==> config.mk <==
export PLATFORM = sky130hd
export DESIGN_NAME = tt_sel_seq_flat
export DESIGN_NICKNAME = d
export VERILOG_FILES = /design/src/rtl/tt_sel_seq_if.sv /design/src/rtl/tt_sel_seq.sv /design/src/flat_wrapper.sv
export SDC_FILE = /design/constraint.sdc
export NUM_CORES = 1
export LEC_CHECK = 0
export ABC_AREA = 1
export ABC_CLOCK_PERIOD_IN_PS = 1850
export BUFFER_PORTS_ARGS = -buffer_cell sky130_fd_sc_hd__buf_2
export CAP_MARGIN = 15
export CORE_MARGIN = 3
export CORE_UTILIZATION = 40
export DETAILED_ROUTE_END_ITERATION = 8
export SETUP_SLACK_MARGIN = 0.4
export SKIP_CTS_REPAIR_TIMING = 1
export SLEW_MARGIN = 10
export SYNTH_ARGS = -nofsm -noshare
export SYNTH_HDL_FRONTEND = slang
export SYNTH_SLANG_ARGS = --single-unit
==> constraint.sdc <==
create_clock -name clk -period 1.85 [get_ports clk]
set_input_delay 0.37 -clock clk [delete_from_list [all_inputs] [get_ports clk]]
set_output_delay 0.37 -clock clk [all_outputs]
set_load 0.03 [all_outputs]
==> src/rtl/tt_sel_seq_if.sv <==
// Request/status/control bundle between the config logic, the selection sequencer and the mux controller.
interface tt_sel_seq_if #(
  parameter int ADDR_W = 10
);
  logic              req_valid;
  logic [ADDR_W-1:0] req_addr;
  logic              req_ready;
  logic              req_off;
  logic              busy;
  logic [ADDR_W-1:0] cur_addr;
  logic              ctrl_sel_rst_n;
  logic              ctrl_sel_inc;
  logic              ctrl_ena;

  modport master (
    output req_valid, req_addr, req_off,
    input  req_ready, busy, cur_addr, ctrl_sel_rst_n, ctrl_sel_inc, ctrl_ena
  );

  modport slave (
    input  req_valid, req_addr, req_off,
    output req_ready, busy, cur_addr, ctrl_sel_rst_n, ctrl_sel_inc, ctrl_ena
  );
endinterface

==> src/rtl/tt_sel_seq.sv <==
// Selection sequencer: turns an accepted project address into reset / inc-pulse / settle / enable timing.
// Optional macro TT_SEL_SEQ_SHORTCUT_EN: upward re-selection from ACTIVE skips the counter reset.
module tt_sel_seq #(
  parameter int ADDR_W     = 10,
  parameter int RST_CYC    = 2,
  parameter int PULSE_CYC  = 1,
  parameter int SETTLE_CYC = 4
) (
  input  logic         clk,
  input  logic         rst_n,
  tt_sel_seq_if.slave  bus
);

  localparam logic [2:0] S_IDLE    = 3'd0;
  localparam logic [2:0] S_ENA_OFF = 3'd1;
  localparam logic [2:0] S_RESET   = 3'd2;
  localparam logic [2:0] S_INC_LO  = 3'd3;
  localparam logic [2:0] S_INC_HI  = 3'd4;
  localparam logic [2:0] S_SETTLE  = 3'd5;
  localparam logic [2:0] S_ACTIVE  = 3'd6;

  localparam int CNT_MAX_A = (RST_CYC > PULSE_CYC) ? RST_CYC : PULSE_CYC;
  localparam int CNT_MAX   = (CNT_MAX_A > SETTLE_CYC) ? CNT_MAX_A : SETTLE_CYC;
  localparam int CNT_W     = (CNT_MAX > 1) ? $clog2(CNT_MAX) : 1;
  localparam logic [CNT_W-1:0] RST_LAST    = CNT_W'(RST_CYC - 1);
  localparam logic [CNT_W-1:0] PULSE_LAST  = CNT_W'(PULSE_CYC - 1);
  localparam logic [CNT_W-1:0] SETTLE_LAST = CNT_W'(SETTLE_CYC - 1);

  logic [2:0]        state_q, state_d;
  logic [CNT_W-1:0]  cnt_q, cnt_d;
  logic [ADDR_W-1:0] rem_q, rem_d;
  logic [ADDR_W-1:0] target_q, target_d;
  logic [ADDR_W-1:0] cur_addr_q, cur_addr_d;
  logic              sel_rst_n_q, sel_rst_n_d;
  logic              inc_q, inc_d;
  logic              ena_q, ena_d;
  logic              busy_q, busy_d;
  logic              can_accept;
`ifdef TT_SEL_SEQ_SHORTCUT_EN
  logic              short_q, short_d;
`endif

  assign can_accept    = ((state_q == S_IDLE) || (state_q == S_ACTIVE)) && !bus.req_off;
  assign bus.req_ready = rst_n && can_accept;

  always_comb begin
    state_d    = state_q;
    cnt_d      = cnt_q;
    rem_d      = rem_q;
    target_d   = target_q;
    cur_addr_d = cur_addr_q;
`ifdef TT_SEL_SEQ_SHORTCUT_EN
    short_d    = short_q;
`endif
    case (state_q)
      S_IDLE, S_ACTIVE: begin
        if (bus.req_off) begin
          state_d = S_IDLE;
        end else if (bus.req_valid) begin
          state_d  = S_ENA_OFF;
          cnt_d    = '0;
          rem_d    = bus.req_addr;
          target_d = bus.req_addr;
`ifdef TT_SEL_SEQ_SHORTCUT_EN
          // Moving upward from a live selection only needs the difference in pulses.
          short_d = (state_q == S_ACTIVE) && (bus.req_addr >= cur_addr_q);
          if (short_d) rem_d = bus.req_addr - cur_addr_q;
`endif
        end
      end
      default: begin
        if (bus.req_off) begin
          state_d = S_IDLE;
          cnt_d   = '0;
        end else begin
          case (state_q)
            S_ENA_OFF: begin
              cnt_d   = '0;
              state_d = S_RESET;
`ifdef TT_SEL_SEQ_SHORTCUT_EN
              if (short_q) state_d = (rem_q != '0) ? S_INC_LO : S_SETTLE;
`endif
            end
            S_RESET: begin
              if (cnt_q == RST_LAST) begin
                cnt_d   = '0;
                state_d = (rem_q != '0) ? S_INC_LO : S_SETTLE;
              end else begin
                cnt_d = cnt_q + 1'b1;
              end
            end
            S_INC_LO: begin
              if (cnt_q == PULSE_LAST) begin
                cnt_d   = '0;
                state_d = S_INC_HI;
              end else begin
                cnt_d = cnt_q + 1'b1;
              end
            end
            S_INC_HI: begin
              if (cnt_q == PULSE_LAST) begin
                cnt_d   = '0;
                rem_d   = rem_q - 1'b1;
                state_d = (rem_q > ADDR_W'(1)) ? S_INC_LO : S_SETTLE;
              end else begin
                cnt_d = cnt_q + 1'b1;
              end
            end
            S_SETTLE: begin
              if (cnt_q == SETTLE_LAST) begin
                cnt_d      = '0;
                state_d    = S_ACTIVE;
                cur_addr_d = target_q;
              end else begin
                cnt_d = cnt_q + 1'b1;
              end
            end
            default: state_d = S_IDLE;
          endcase
        end
      end
    endcase

    // Control outputs are registered from the next state so they line up with it.
    ena_d  = (state_d == S_ACTIVE);
    inc_d  = (state_d == S_INC_HI);
    busy_d = (state_d == S_ENA_OFF) || (state_d == S_RESET) || (state_d == S_INC_LO) ||
             (state_d == S_INC_HI) || (state_d == S_SETTLE);
    case (state_d)
      S_IDLE, S_RESET: sel_rst_n_d = 1'b0;
      S_ENA_OFF:       sel_rst_n_d = sel_rst_n_q;
      default:         sel_rst_n_d = 1'b1;
    endcase
  end

  always_ff @(posedge clk) begin
    if (!rst_n) begin
      state_q     <= S_IDLE;
      cnt_q       <= '0;
      rem_q       <= '0;
      target_q    <= '0;
      cur_addr_q  <= '0;
      sel_rst_n_q <= 1'b0;
      inc_q       <= 1'b0;
      ena_q       <= 1'b0;
      busy_q      <= 1'b0;
`ifdef TT_SEL_SEQ_SHORTCUT_EN
      short_q     <= 1'b0;
`endif
    end else begin
      state_q     <= state_d;
      cnt_q       <= cnt_d;
      rem_q       <= rem_d;
      target_q    <= target_d;
      cur_addr_q  <= cur_addr_d;
      sel_rst_n_q <= sel_rst_n_d;
      inc_q       <= inc_d;
      ena_q       <= ena_d;
      busy_q      <= busy_d;
`ifdef TT_SEL_SEQ_SHORTCUT_EN
      short_q     <= short_d;
`endif
    end
  end

  assign bus.busy           = busy_q;
  assign bus.cur_addr       = cur_addr_q;
  assign bus.ctrl_sel_rst_n = sel_rst_n_q;
  assign bus.ctrl_sel_inc   = inc_q;
  assign bus.ctrl_ena       = ena_q;

endmodule

==> src/flat_wrapper.sv <==
// flat-port wrapper written by rule: the top's interface ports become plain ports
module tt_sel_seq_flat 
#(
  parameter int ADDR_W     = 10,
  parameter int RST_CYC    = 2,
  parameter int PULSE_CYC  = 1,
  parameter int SETTLE_CYC = 4
)
  (clk, rst_n, bus_req_valid, bus_req_addr, bus_req_off, bus_req_ready, bus_busy, bus_cur_addr, bus_ctrl_sel_rst_n, bus_ctrl_sel_inc, bus_ctrl_ena);
  tt_sel_seq_if #(.ADDR_W(ADDR_W)) bus_i ();
  input  logic clk;
  input  logic rst_n;
  input wire logic [$bits(bus_i.req_valid)-1:0] bus_req_valid;
  input wire logic [$bits(bus_i.req_addr)-1:0] bus_req_addr;
  input wire logic [$bits(bus_i.req_off)-1:0] bus_req_off;
  output wire logic [$bits(bus_i.req_ready)-1:0] bus_req_ready;
  output wire logic [$bits(bus_i.busy)-1:0] bus_busy;
  output wire logic [$bits(bus_i.cur_addr)-1:0] bus_cur_addr;
  output wire logic [$bits(bus_i.ctrl_sel_rst_n)-1:0] bus_ctrl_sel_rst_n;
  output wire logic [$bits(bus_i.ctrl_sel_inc)-1:0] bus_ctrl_sel_inc;
  output wire logic [$bits(bus_i.ctrl_ena)-1:0] bus_ctrl_ena;
  assign bus_i.req_valid = bus_req_valid;
  assign bus_i.req_addr = bus_req_addr;
  assign bus_i.req_off = bus_req_off;
  assign bus_req_ready = bus_i.req_ready;
  assign bus_busy = bus_i.busy;
  assign bus_cur_addr = bus_i.cur_addr;
  assign bus_ctrl_sel_rst_n = bus_i.ctrl_sel_rst_n;
  assign bus_ctrl_sel_inc = bus_i.ctrl_sel_inc;
  assign bus_ctrl_ena = bus_i.ctrl_ena;
  tt_sel_seq #(.ADDR_W(ADDR_W), .RST_CYC(RST_CYC), .PULSE_CYC(PULSE_CYC), .SETTLE_CYC(SETTLE_CYC)) u_core (.clk(clk), .rst_n(rst_n), .bus(bus_i));
endmodule
==> key figures, run 1 <==
Worst setup path
  – Critical setup path kind: reg2out
  – R2R depth: 11
  – CP max-delay cell: dfxtp_4
  – CP delay by family, top: simple AND/OR/NAND/NOR gates
  – Levels on crit path: 6
  – CP required: 1.48 ns
  – Setup crit start: u_core.state_q[1]
  – CP endpoint kind: primary output
  – Arrival time at the worst endpoint: 1.31 ns
  – CP max stage delay: 0.38 ns
  – RR Startpoint: u_core.rem_q[0]
  – Cell Chain, Critical Path: nor2_4 -> nand2_4 -> nand2_8 -> inv_8 -> nor3_4 -> buf_6
  – WP buf/inv: 2
  – Startpoint types: flip-flop
  – Maximum fanout along the worst path: 5

Cells and area
  – Core Util, Final: 57.39%
  – Fill count: 473
  – Commonest non-fill, non-tap cell in the layout: nand2_1
  – Ant diodes: 0
  – Area of the multi-input gates: 0.001236 mm²
  – Commonest non-fill, non-tap cells in the layout: nand2_1, nor2_1, dfxtp_1
  – Register area: 804.5 µm²
  – Syn-to-layout area delta: 37.08%
  – Design area: 0.002729 mm²
  – Layout cells sized above 1: 36.01%
  – Nets: 357

Yosys
  – Post-synthesis mux area share: 0%
  – Mean post-synth cell area: 6.936 µm²
  – Post-synth cell types: 30
  – Largest family of logic cells by synthesized area: simple AND/OR/NAND/NOR gates
  – Warnings from Yosys: 0
  – Area fraction in compound gates after synthesis: 19.55%
  – Post-synthesis sequential area ratio: 39.22%
  – Post-Synth XOR/XNOR Area: 0.8799%
  – Mapped Nets: 309
  – Cells after Synth: 287
  – Post-synthesis adder-cell area fraction: 5.028%
  – Seq cells post-synth: 39
  – Simple-gate share of the synthesized area: 26.46%
  – Post-synthesis cell area: 0.001991 mm²

Floorplanning
  – Io pins: 29
  – Die W: 76.55 µm
  – Die Y: 76.55 µm
  – Initial Utilization: 41.87%
  – Core area: 0.004755 mm²
  – Die area: 0.005859 mm²
  – Row count: 25

Clock network
  – H-tree depth: 2
  – Worst-Skew Late Latency: 0.29 ns
  – Cell chosen for the clock root: clkbuf_8
  – Max Buffers Root-to-Sink: 2
  – CTS tree: done
  – Worst-path clk slew: 0.08 ns
  – TritonCTS Buffers: 5
  – CTS sink count: 39

Placed design
  – PortBufs: 28
  – DPL Wire Length: 3452 µm
  – Final estimated routing congestion in global placement: 0.8413
  – Placed Area: 0.002217 mm²
  – Pre-CTS setup slack: 0.1701 ns

Detailed routing
  – Drt drc: 0
  – DRT iter0 DRCs: 103
  – Drt wl/cell: 13.15 µm
  – Via count: 1996
  – Post-DRT Antenna Nets: 0
  – Via density: 4.953
  – Final WL: 5300 µm
  – Drt pass-1 iters: 4

Worst hold path
  – WHS Path Cells: 3
  – Hold path start: bus_req_addr[6]
  – Hold Path Class: in2reg

Timing
  – Fmax: 0.5943 GHz
  – Fin crit share: 90.95%
  – Min cycle time layout: 1.683 ns
  – Relative slew slack: 82.24%
  – Max-slew violation count: 0
  – Final setup fails: 0
  – Final hold slack: 0.3333 ns
  – Post-route setup slack: 0.1673 ns
  – Worst-Margin Slew: 0.2654 ns
  – RSZ-0062 raised after global routing: true
  – Final Skew: 0.004531 ns
  – Final count of hold timing violations: 0
  – Post-route setup TNS: 0 ns

Power
  – Maximum vdd drop: 353.0 µV
  – Pwr Density: 739.3 mW/mm²
  – Leakage Power: 1.247 nW

Outcome
  – Status: complete, no violations

Run
  – MaxCap Viol Count: 0

GRT
  – Vias in the first global route: 1696
  – Gr usage total: 16.58%
  – Largest net degree at the start of global routing: 23
  – Initial antenna violation count: 0
  – Grt ovf: 0
  – First-pass GRT wire length: 7872 µm
## sequential cells by signal (all words and copies together) (netlist names), 2 cells and up
| name | count |
|---|---|
| u_core.rem_q | 10 |
| u_core.state_q | 3 |
| u_core.target_q | 10 |
| u_core.bus.cur_addr | 10 |
| u_core.cnt_q | 2 |
## path summary, 6_finish.rpt
kind	endpoint	slack, ns
worst min register to register	u_core.target_q[3]	0.47
worst max-delay path	bus_req_ready	0.17
worst min-delay path	u_core.target_q[6]	0.33
worst max register to register	u_core.bus.busy	0.25
## kinds of logic (layout without fill, tap and decap cells)
kind of cell | Yosys count | in the layout
adder cells (fa/ha/maj) | 8 | 8
buffers and inverters | 41 | 90
AO/OA/AOI/OAI | 72 | 72
flip-flops | 39 | 39
XOR/XNOR | 2 | 2
AND/OR/NAND/NOR | 125 | 125
## synth_stat cells
cell,instances,area [µm²]
xor2_1,2,17.52
clkbuf_1,3,11.26
nor2_1,39,146.4
nand3_1,11,55.05
nand2_2,4,25.02
dfxtp_1,39,780.8
a31oi_1,1,6.260
nor2_2,1,6.260
o211ai_1,2,15.01
inv_1,27,101.4
nand2_4,1,11.26
nand2_1,60,225.2
nor2_4,1,11.26
a211oi_1,1,7.510
o21ai_0,27,135.1
nand4_1,4,25.02
a21oi_1,31,155.2
a22o_1,1,8.760
clkinv_1,2,7.510
o21ai_1,5,25.02
nor3_1,3,15.01
o31ai_1,2,15.01
ha_1,8,100.1
o211ai_2,1,12.51
buf_4,1,7.510
inv_2,3,11.26
nor4_1,1,6.260
buf_2,3,15.01
a21oi_2,1,8.760
buf_6,2,22.52
## layer usage
| layer | routed length, µm | up-vias | global-route usage, % |
|---|---|---|---|
| li1 | - | 1034 | - |
| met1 | 2501 | 895 | 24.20 |
| met2 | 2463 | 62 | 23.99 |
| met3 | 283 | 5 | 3.191 |
| met4 | 52 | 0 | 6.159 |
| met5 | 0 | - | 0 |
## worst min-delay path: cells and delay by family
family / cells / cell delay (ns)
AOI/OAI and AO/OA: 1 / 0.11
buffers and inverters: 2 / 0.12
## power breakdown
group / internal [W] / switching, W / total [W]
sequential: 0.000868 / 0.0000369 / 0.000905
clock: 0.000402 / 0.000321 / 0.000723
combinational: 0.000161 / 0.000229 / 0.000390
total: 0.00143 / 0.000586 / 0.00202
## final cells by class
class / count / area share (%)
clock inverters: 3 / 1.605
well taps: 67 / 3.072
multi-input cells: 207 / 45.30
flip-flops and latches: 39 / 29.48
clock buffers: 5 / 2.522
repair buffers: 49 / 12.47
inverters: 32 / 5.273
repair inverters: 1 / 0.2751
## per-stage QoR
| step | std cells | total power (W) |
|---|---|---|
| global route | 403 | 0.002116 |
| finish | 403 | 0.002017 |
| CTS | 386 | 0.001934 |
| floorplan | 287 | 0.001129 |
| detailed placement | 378 | 0.001208 |
| global placement | 378 | 0.001207 |
(Power assumes the default switching activity.)
==> run 2, diff against run 1 <==
- RECOVER_POWER: unset -> 25
==> run 2 against run 1 <==
First-iteration DRC count stayed put. Wire length is 0.62% higher. Global-route usage stayed put. Clock skew is 0.00052 ns higher. Utilization is 0.34 points lower. Fmax is 0.16% lower. Clock power hardly changed. Critical path depth stayed put. Largest cell class unchanged. Highest routed layer unchanged.
==> key figures, run 2 (same netlist as run 1, synthesis figures left out) <==
Cells and area
  – Layout cells sized above 1: 32.14%
  – Commonest non-fill, non-tap cell in the layout: nand2_1
  – Ant diodes: 0
  – Commonest non-fill, non-tap cells in the layout: nand2_1, nor2_1, dfxtp_1
  – Design area: 0.002713 mm²
  – Nets: 357
  – Syn-to-layout area delta: 36.27%

Placed design
  – Final estimated routing congestion in global placement: 0.8413
  – Placed Area: 0.002217 mm²
  – DPL Wire Length: 3452 µm
  – PortBufs: 28

GRT
  – Gr usage total: 16.58%
  – First-pass GRT wire length: 7872 µm
  – Initial antenna violation count: 0
  – Grt ovf: 0
  – Vias in the first global route: 1696
  – Largest net degree at the start of global routing: 23

Detailed routing
  – Drt wl/cell: 13.23 µm
  – Via count: 2005
  – Final WL: 5333 µm
  – Drt drc: 0
  – Drt pass-1 iters: 5
  – Post-DRT Antenna Nets: 0
  – Via density: 4.975
  – DRT iter0 DRCs: 103

Outcome
  – Status: complete, no violations

Timing
  – RSZ-0062 raised after global routing: true
  – Final Skew: 0.005056 ns
  – Min cycle time layout: 1.685 ns
  – Relative slew slack: 75.50%
  – Max-slew violation count: 0
  – Final count of hold timing violations: 0
  – Fmax: 0.5933 GHz
  – Worst-Margin Slew: 0.3691 ns
  – Post-route setup TNS: 0 ns
  – Final setup fails: 0
  – Fin crit share: 91.10%

Worst setup path
  – CP max stage delay: 0.38 ns
  – Cell Chain, Critical Path: nor2_4 -> nand2_4 -> nand2_8 -> inv_8 -> nor3_4 -> buf_6
  – Arrival time at the worst endpoint: 1.32 ns
  – Startpoint types: flip-flop
  – CP delay by family, top: simple AND/OR/NAND/NOR gates
  – CP max-delay cell: dfxtp_4
  – CP required: 1.48 ns
  – CP endpoint kind: primary output
  – WP buf/inv: 2
  – Maximum fanout along the worst path: 5
  – Critical setup path kind: reg2out

Power
  – Leakage Power: 1.190 nW
  – Pwr Density: 744.5 mW/mm²
  – Maximum vdd drop: 353.9 µV

Floorplanning
  – Io pins: 29
  – Row count: 25
  – Die W: 76.55 µm
  – Initial Utilization: 41.87%
  – Die Y: 76.55 µm
  – Core area: 0.004755 mm²
  – Die area: 0.005859 mm²

Worst hold path
  – Hold Path Class: in2reg

Run
  – MaxCap Viol Count: 0

Clock network
  – Worst-path clk slew: 0.08 ns
  – CTS sink count: 39
  – Cell chosen for the clock root: clkbuf_8
  – Worst-Skew Late Latency: 0.29 ns
  – TritonCTS Buffers: 5
  – Max Buffers Root-to-Sink: 2
  – CTS tree: done
  – H-tree depth: 2
-- run 2: power by group --
group | leakage [nW] | internal [W] | switching, W
clock | 0.0581 | 0.000402 | 0.000323
sequential | 0.322 | 0.000868 | 0.0000372
combinational | 0.810 | 0.000161 | 0.000229
-- run 2: worst paths after layout --
| check | endpoint | slack, ns | depth (start not counted) | startpoint |
|---|---|---|---|---|
| min reg2reg | u_core.bus.cur_addr[9] | 0.47 | 2 | u_core.target_q[9] |
| max reg2reg | u_core.bus.busy | 0.25 | 11 | u_core.rem_q[0] |
| max | bus_req_ready | 0.16 | 6 | u_core.state_q[1] |
| min | u_core.target_q[6] | 0.34 | 3 | bus_req_addr[6] |
-- run 2: final cells by class --
| class | instances | area (µm²) |
|---|---|---|
| Inverter | 32 | 143.9 |
| Timing Repair Buffer | 49 | 324.1 |
| Clock inverter | 3 | 43.79 |
| Sequential cell | 39 | 804.5 |
| Clock buffer | 5 | 68.82 |
| Fill cell | 474 | 2042 |
| Timing Repair inverter | 1 | 7.507 |
| Multi-Input combinational cell | 207 | 1236 |
| Tap cell | 67 | 83.83 |
-- run 2: worst min-delay path, stage by stage --
cell and delay [ns]:
buf_2 0.07, inv_1 0.05, a21oi_1 0.11
-- run 2: routing by layer --
layer / track usage, % / wire (µm)
met3: 3.191 / 251
met1: 24.20 / 2518
met5: 0 / 0
met4: 6.159 / 55
met2: 23.99 / 2507
-- run 2: metrics by stage --
step                total power (W)  utilization [%]  setup slack (ns)  hold WS (ns)  std cells
finish                     0.002020            57.05            0.1646        0.3357        403
floorplan                  0.001129                -            0.3207        0.4298        287
global placement           0.001207            46.63            0.1637        0.4465        378
global route               0.002115            57.05            0.1178        0.3384        403
detailed placement         0.001208            46.63            0.1701        0.4522        378
CTS                        0.001934            49.00           -0.1321        0.3261        386
